File: src/rtl/tug_match_referee_pkg.sv
// Shared types and constants for the tug-of-war match referee.
package tug_pkg;

    typedef enum logic [1:0] {
        PLAY       = 2'd0,
        PAUSE      = 2'd1,
        MATCH_OVER = 2'd2
    } state_t;

    typedef enum logic [1:0] {
        NONE = 2'd0,
        P1   = 2'd1,
        P2   = 2'd2
    } winner_t;

    // Active-low segments, bit 6 first; all off.
    localparam logic [6:0] HEX_OFF = 7'b1111111;

    // Digit patterns 0..9, index 0 listed first.
    localparam logic [0:9][6:0] DIGIT_SEG = {
        7'b1000000, 7'b1111001, 7'b0100100, 7'b0110000, 7'b0011001,
        7'b0010010, 7'b0000010, 7'b1111000, 7'b0000000, 7'b0010000
    };

endpackage

File: src/rtl/tug_match_referee_seg7_digit.sv
// Single decimal digit to active-low 7-segment decoder; blank outside 0..9.
module seg7_digit
    import tug_pkg::*;
(
    input  logic [3:0] value,
    output logic [6:0] seg
);

    // Table lookup for legal digits, blank otherwise.
    always_comb begin
        seg = HEX_OFF;
        if (value <= 4'd9) begin
            seg = DIGIT_SEG[value];
        end
    end

endmodule

File: src/rtl/tug_match_referee.sv
// Best-of match referee: counts round wins, pauses the field between rounds
// and latches the match winner once a player reaches WIN_ROUNDS.
module tug_match_referee
    import tug_pkg::*;
#(
    parameter int WIN_ROUNDS   = 3,
    parameter int PAUSE_CYCLES = 4,
    parameter int SCORE_W      = $clog2(WIN_ROUNDS + 1)
) (
    input  logic               clk,
    input  logic               reset,
    input  logic               L,
    input  logic               R,
    input  logic               leftOn,
    input  logic               rightOn,
    output logic               roundReset,
    output logic               matchOver,
    output logic [SCORE_W-1:0] score1,
    output logic [SCORE_W-1:0] score2,
    output logic [6:0]         hexScore1,
    output logic [6:0]         hexScore2,
    output logic [6:0]         playerWin
);

    localparam int PC_W = (PAUSE_CYCLES > 1) ? $clog2(PAUSE_CYCLES) : 1;
    localparam logic [PC_W-1:0]    PC_INIT    = PC_W'(PAUSE_CYCLES - 1);
    // A point scored from this count is the match-winning one.
    localparam logic [SCORE_W-1:0] LAST_SCORE = SCORE_W'(WIN_ROUNDS - 1);

    state_t          state;
    winner_t         winner;
    logic [PC_W-1:0] pause_cnt;
    logic            p1_point;
    logic            p2_point;
    logic [3:0]      digit1;
    logic [3:0]      digit2;

    assign p1_point = rightOn & R;
    assign p2_point = leftOn & L;

    // Round/match state machine; P1 has priority on a simultaneous point.
    always_ff @(posedge clk) begin
        if (reset) begin
            state     <= PLAY;
            winner    <= NONE;
            pause_cnt <= '0;
            score1    <= '0;
            score2    <= '0;
        end else begin
            case (state)
                PLAY: begin
                    if (p1_point) begin
                        score1 <= score1 + 1'b1;
                        if (score1 == LAST_SCORE) begin
                            state  <= MATCH_OVER;
                            winner <= P1;
                        end else begin
                            state     <= PAUSE;
                            pause_cnt <= PC_INIT;
                        end
                    end else if (p2_point) begin
                        score2 <= score2 + 1'b1;
                        if (score2 == LAST_SCORE) begin
                            state  <= MATCH_OVER;
                            winner <= P2;
                        end else begin
                            state     <= PAUSE;
                            pause_cnt <= PC_INIT;
                        end
                    end
                end
                PAUSE: begin
                    if (pause_cnt == '0) begin
                        state <= PLAY;
                    end else begin
                        pause_cnt <= pause_cnt - 1'b1;
                    end
                end
                MATCH_OVER: begin
                    state <= MATCH_OVER;
                end
                default: begin
                    state <= PLAY;
                end
            endcase
        end
    end

    assign roundReset = (state != PLAY);
    assign matchOver  = (state == MATCH_OVER);

    // Zero-extend the score counters to the decoder's digit width.
    always_comb begin
        digit1 = '0;
        digit2 = '0;
        digit1[SCORE_W-1:0] = score1;
        digit2[SCORE_W-1:0] = score2;
    end

    seg7_digit u_hex1 (
        .value (digit1),
        .seg   (hexScore1)
    );

    seg7_digit u_hex2 (
        .value (digit2),
        .seg   (hexScore2)
    );

    // Winner banner: blank until decided, then "1" or "2".
    always_comb begin
        case (winner)
            P1:      playerWin = 7'b1111001;
            P2:      playerWin = 7'b0100100;
            default: playerWin = HEX_OFF;
        endcase
    end

endmodule

File: config.mk
export PLATFORM = sky130hd
export DESIGN_NAME = tug_match_referee
export DESIGN_NICKNAME = d
export VERILOG_FILES = /design/src/rtl/tug_match_referee_pkg.sv /design/src/rtl/tug_match_referee_seg7_digit.sv /design/src/rtl/tug_match_referee.sv
export SDC_FILE = /design/constraint.sdc
export NUM_CORES = 1
export LEC_CHECK = 0
export ABC_AREA = 1
export CORE_MARGIN = 5
export CORE_UTILIZATION = 25
export DETAILED_ROUTE_END_ITERATION = 12
export SKIP_LAST_GASP = 1
export SYNTH_ARGS = -nofsm -noshare
export SYNTH_HDL_FRONTEND = slang
export SYNTH_SLANG_ARGS = --single-unit
File: constraint.sdc
create_clock -name clk -period 3.5 [get_ports clk]
set_clock_uncertainty 0.05 [all_clocks]
set_input_delay 0.875 -clock clk [delete_from_list [all_inputs] [get_ports clk]]
set_output_delay 0.875 -clock clk [all_outputs]
set_load 0.005 [all_outputs]
Yosys cells after proc, flatten, opt, wreduce, memory -nomap -nowiden
Memories as Yosys holds them, arrays and structs flattened.
Index checks and enable logic that the tools add are counted.
Widths: inputs -> output; s select.

word-level totals
  bits in read-only memories = 224
  memories kept = 2
  bits of input ports = 6
  register bits after elaboration = 10
  word-level logic and storage cells = 65
  output and inout bits = 27

memory list
  memory           depth  width  rd ports  clocked after memory_dff  wr ports  line                                RTL
  (no name shown)  16     7      1         0                         0         tug_match_referee_seg7_digit.sv:13  seg = DIGIT_SEG[value];
  (no name shown)  16     7      1         0                         0         tug_match_referee_seg7_digit.sv:13

operators by class
  reduce and logical (&&, ||, !) cells = 11
  bitwise gates (word level) = 5
  add/subtract/negate cells = 3
  eq/ne operators = 12
  order comparisons = 4
  muxes and demuxes = 23

operator list
  kind                 count
  $mux 7               6
  $mux 2               14
  $pmux 7 s2           1
  $ge 5x5->1 const B   2
  $not 2->5            2
  $ne 3x3->1 const B   3
  $eq 2x2->1 const B   4
  $le 2x4->1 const B   2
  $reduce_bool 2->1    4
  $pmux 2 s3           1
  $reduce_and 5->1     1
  $add 2x1->2 const B  2
  $eq 2x1->1 const B   2
  $logic_not 2->1      2
  $ne 2x2->1 const B   2
  $pmux 2 s2           1
  $reduce_and 2->1     2
  $reduce_and 4->1     1
  $reduce_and 3->1     1
  $and 1x1->1          2
  $ne 2x1->1 const B   1
  $sub 2x1->2 const B  1
  $not 1->1            1

Longest topological paths before layout
  depth after elaboration = 5
  gate-level depth with buffers = 9
  gate-level depth less buffers = 9

Hierarchy
Synthesis repeated with hierarchy kept, for this count alone.

second synthesis, totals
  cells, all modules = 146
  area total of the unflattened synthesis = 1001.0 µm²

by module, submodules not included
  module             seq. area each (µm²)  instances  cells an instance  area each (µm²)
  tug_match_referee  200.2                 1          84                 608.1
  seg7_digit         0.0                   2          31                 196.4

Worst setup path before layout
Ideal clock, no wire load.

  path kind = reg2out
  from = register score1[1]
  to = output port hexScore1[3]
  cell stages (with the launch flop) = 4
  arrival time = 0.793 ns
  buffers on the path = 1
  setup slack = 1.782 ns
  cell sequence = dfxtp_1 -> inv_1 -> ha_1 -> buf_4

on the way
  word-level cells in the longest chain between the ends = 5
  elaborated cells on any way between the ends = 6
  classes of those cells = order compare (1); mux (3); bitwise (1); memory (1)

ends and longest elaborated chain
  element                                    line                                RTL
  start: declaration                         tug_match_referee.sv:18             output logic [SCORE_W-1:0] score1,
  start signal: assignment                   tug_match_referee.sv:53             score1 <= score1 + 1'b1;
  $not 2->5 (not written as such)            tug_match_referee_seg7_digit.sv:13
  $mem_v2 16x7                               n/a
  $mux 7 (not written as such) (2 in a row)  tug_match_referee_seg7_digit.sv:13
  $mux 7 *                                   tug_match_referee_seg7_digit.sv:12  if (value <= 4'd9) begin
  end: declaration                           tug_match_referee.sv:20             output logic [6:0] hexScore1,

Every way passes the cells marked *; elsewhere a longest branch is shown, timed or not. The select of a mux whose other input is x is not followed.

Worst setup path in the final report
  from = register score2[0]
  to = output port hexScore2[5]

on the way
  word-level cells in the longest chain between the ends = 5
  elaborated cells on any way between the ends = 6
  classes of those cells = order compare (1); mux (3); bitwise (1); memory (1)

ends and longest elaborated chain
  element                                    line                                RTL
  start: declaration                         tug_match_referee.sv:19             output logic [SCORE_W-1:0] score2,
  start signal: assignment                   tug_match_referee.sv:62             score2 <= score2 + 1'b1;
  $not 2->5 (not written as such)            tug_match_referee_seg7_digit.sv:13
  $mem_v2 16x7                               n/a
  $mux 7 (not written as such) (2 in a row)  tug_match_referee_seg7_digit.sv:13
  $mux 7 *                                   tug_match_referee_seg7_digit.sv:12
  end: declaration                           tug_match_referee.sv:21             output logic [6:0] hexScore2,

Marked as above.

==> results by group <==
Critical path
  • Worst path depth: 4
  • CP Launch Type: flop
  • Slowest cell delay on critical path: just under 500 ps
  • CP delay by family, top: buffers and inverters
  • Slowest-stage cell, CP: clkdlybuf4s50_1
  • Length in cells of the worst reg-to-reg path: 9
  • Crit path kind: flop to output port
  • CP max FO: 4
  • Arr. time, crit path: ~1500 ps
  • Worst path buffer plus inverter count: 3
  • CP cell instances: inv_1, ha_1, inv_1, clkdlybuf4s50_1
  • Critical Path Sink Type: output port
  • Most frequent CP cell: inv_1
  • Critical Path RT: between 2000 and 3000 ps

Logic synthesis
  • Main synth FF type: dfxtp_1
  • Synth area leaders: dfxtp_1, ha_1, buf_4, inv_1, nand2_1
  • Post-synth ARST share: 0
  • Synth warn: 0
  • Synth area leader: dfxtp_1
  • Mapped Area: slightly above 700 um2
  • Sequential share of the synthesized area: 0.2763
  • Post-Synthesis Cells: 96
  • Synth top area share: 0.2763
  • Yosys cell types: 21
  • Number of flops mapped to enable cells by yosys: 0
  • Top cells by count, synth: inv_1, nand2_1, buf_4, dfxtp_1, ha_1
  • Top-count cell post-synth: inv_1
  • Syn_area_per_cell: 7.546 um2
  • Yosys reg bits: 10

CTS
  • TritonCTS clock tree: built
  • Clock transition at the registers of the reported paths: roughly 60 ps
  • CTS Hold Bufs: 0
  • # H-tree levels: 1
  • Clk_lat worst skew: around 260 ps
  • Clock sinks: 10
  • Root buf cell: clkbuf_4
  • Num CTS Buffers: 3
  • CTS Buffer Depth: 2
  • # Post-CTS Setup Buffers: 0
  • Post_cts resized: 0

Layout
  • Synthesis-to-layout area growth: 38.69%
  • Final non-filler cell total: 150
  • Register area: between 200 and 250 um2
  • ANT cells: 0
  • Footprint of the multi-input gates: about 370 um2
  • Fin area: approximately 1000 um2
  • Fill count: a little under 300
  • Final nets: about 140
  • Fraction of layout cells with a size suffix above 1: 0.1429

Placement
  • Placed Area: slightly below 1000 um2
  • Place WS: 1371 ps
  • Placed cells: 147
  • Buffers added on ports: 29
  • Post-DP HPWL: ~1300 um
  • Final GP Congestion: 0.6847

Floorplanning
  • Starting Density: 0.2627
  • FP Rows: 19
  • DIE AREA: a little over 4000 um2
  • Top Ports: 33
  • Die Ht: around 64 um
  • Die Wd: approximately 64 um
  • Core area: around 2800 um2

Detailed routing
  • DR pass1 iterations: 4
  • DRT iter0 DRCs: 11
  • DR WL/cell: a little over 10 um
  • Final wirelength: 1517 um
  • Post-detailed-route via-to-cell ratio: 4.180
  • DRC viols: 0
  • Remaining antenna violation count after routing: 0
  • Vias post-DR: about 630

Power and ir drop
  • Pwr/cell area: about 330 nW/um2
  • Max IR drop VDD: 0.1920 mV
  • Leakage: 0.0004580 uW

Status
  • Outcome: complete, no violations

Global routing
  • Global-route wire length before repair: ~2300 um
  • Largest net degree at the start of global routing: 9
  • Vias in the first global route: 568
  • Antenna violations before repair: 0
  • Global route total overflow: 0
  • GRT Total Usage: 0.07091

Timing
  • Fin crit share: 0.6846
  • Final Critical Period: 2396 ps
  • Setup ws final: ~1100 ps
  • Final Max Slew Viols: 0
  • Setup TNS: 0 ps
  • Fmax: 0.4173 GHz
  • Fin. Hold Viols: 0
  • # setup viols final: 0
  • RSZ-0062 raised after global routing: no

Min path
  • Hold/Removal Path Class: flop to flop
  • Hold path depth: 2

Flow run
  • Maximum capacitance violations: 0
==> sequential cells by signal (all words and copies together) (netlist names) <==
signal and flops:
pause_cnt 2, score1 2, score2 2, state 2, winner 2
==> report_power, final <==
part	total (uW)	internal, uW	switching (uW)
registers	132	124	8.12
clock network	78.5	39.8	38.7
logic	116	61.5	54.4
total	327	225	101
==> metrics by stage <==
step / total power [uW] / utilization / hold slack (ps)
6_report: 326.6 / 0.3643 / 439.1
5_1_grt: 351.7 / 0.3643 / 453.6
4_1_cts: 332.6 / 0.3643 / 445.5
3_3_place_gp: 249.4 / 0.3562 / 432.6
3_5_place_dp: 252.5 / 0.3562 / 434.9
2_1_floorplan: 201.5 / - / 408.2
==> per-layer routing <==
| layer | GRT usage | part of all wire | vias to the layer above |
|---|---|---|---|
| met5 | 0 | 0 | - |
| met4 | 0.01558 | 0.0059 | 0 |
| met3 | 0.04203 | 0.11 | 2 |
| met2 | 0.1231 | 0.45 | 23 |
| met1 | 0.07294 | 0.43 | 273 |
| li1 | - | - | 329 |
==> placed cells by master (no fill, tap or decap), drive strengths merged <==
cell,count
conb,3
o21ai,5
nor2,7
clkbuf,3
nand2,16
nor3,1
a21oi,6
clkdlybuf4s50,29
dfxtp,10
inv,21
nand4,2
ha,9
nand3,7
==> kinds of logic (layout without fill, tap and decap cells) <==
group | Yosys count | after routing | share of synthesized area
simple gates | 33 | 33 | 0.2487
compound gates | 11 | 11 | 0.09672
buf+inv | 31 | 53 | 0.2124
flops | 10 | 10 | 0.2763
fa+ha+maj | 9 | 9 | 0.1554
other cells | 2 | 3 | 0.01037
==> path summary, 6_finish.rpt <==
check | from | end | slack (ps)
max reg2reg | score1[0]$_SDFFE_PP0P_ | pause_cnt[0]$_SDFFE_PP0P_ | 2200
min reg2reg | winner[1]$_SDFFE_PP0P_ | winner[1]$_SDFFE_PP0P_ | 440
min | winner[1]$_SDFFE_PP0P_ | winner[1]$_SDFFE_PP0P_ | 440
max | score2[0]$_SDFFE_PP0P_ | hexScore2[5] | 1100
==> worst min-delay path, cell delays in order, from the launching register on <==
cell,delay [ps]
dfxtp_1,320
nand2_1,80
a21oi_2,40
==> final cells by class <==
type                    instances  share of cell area
multi-input cells              56              0.3724
flip-flops and latches         10              0.1993
repair buffers                 29              0.2889
clock buffers                   3             0.02242
well taps                      31             0.03861
inverters                      21             0.07846
(Power assumes the default switching activity.)
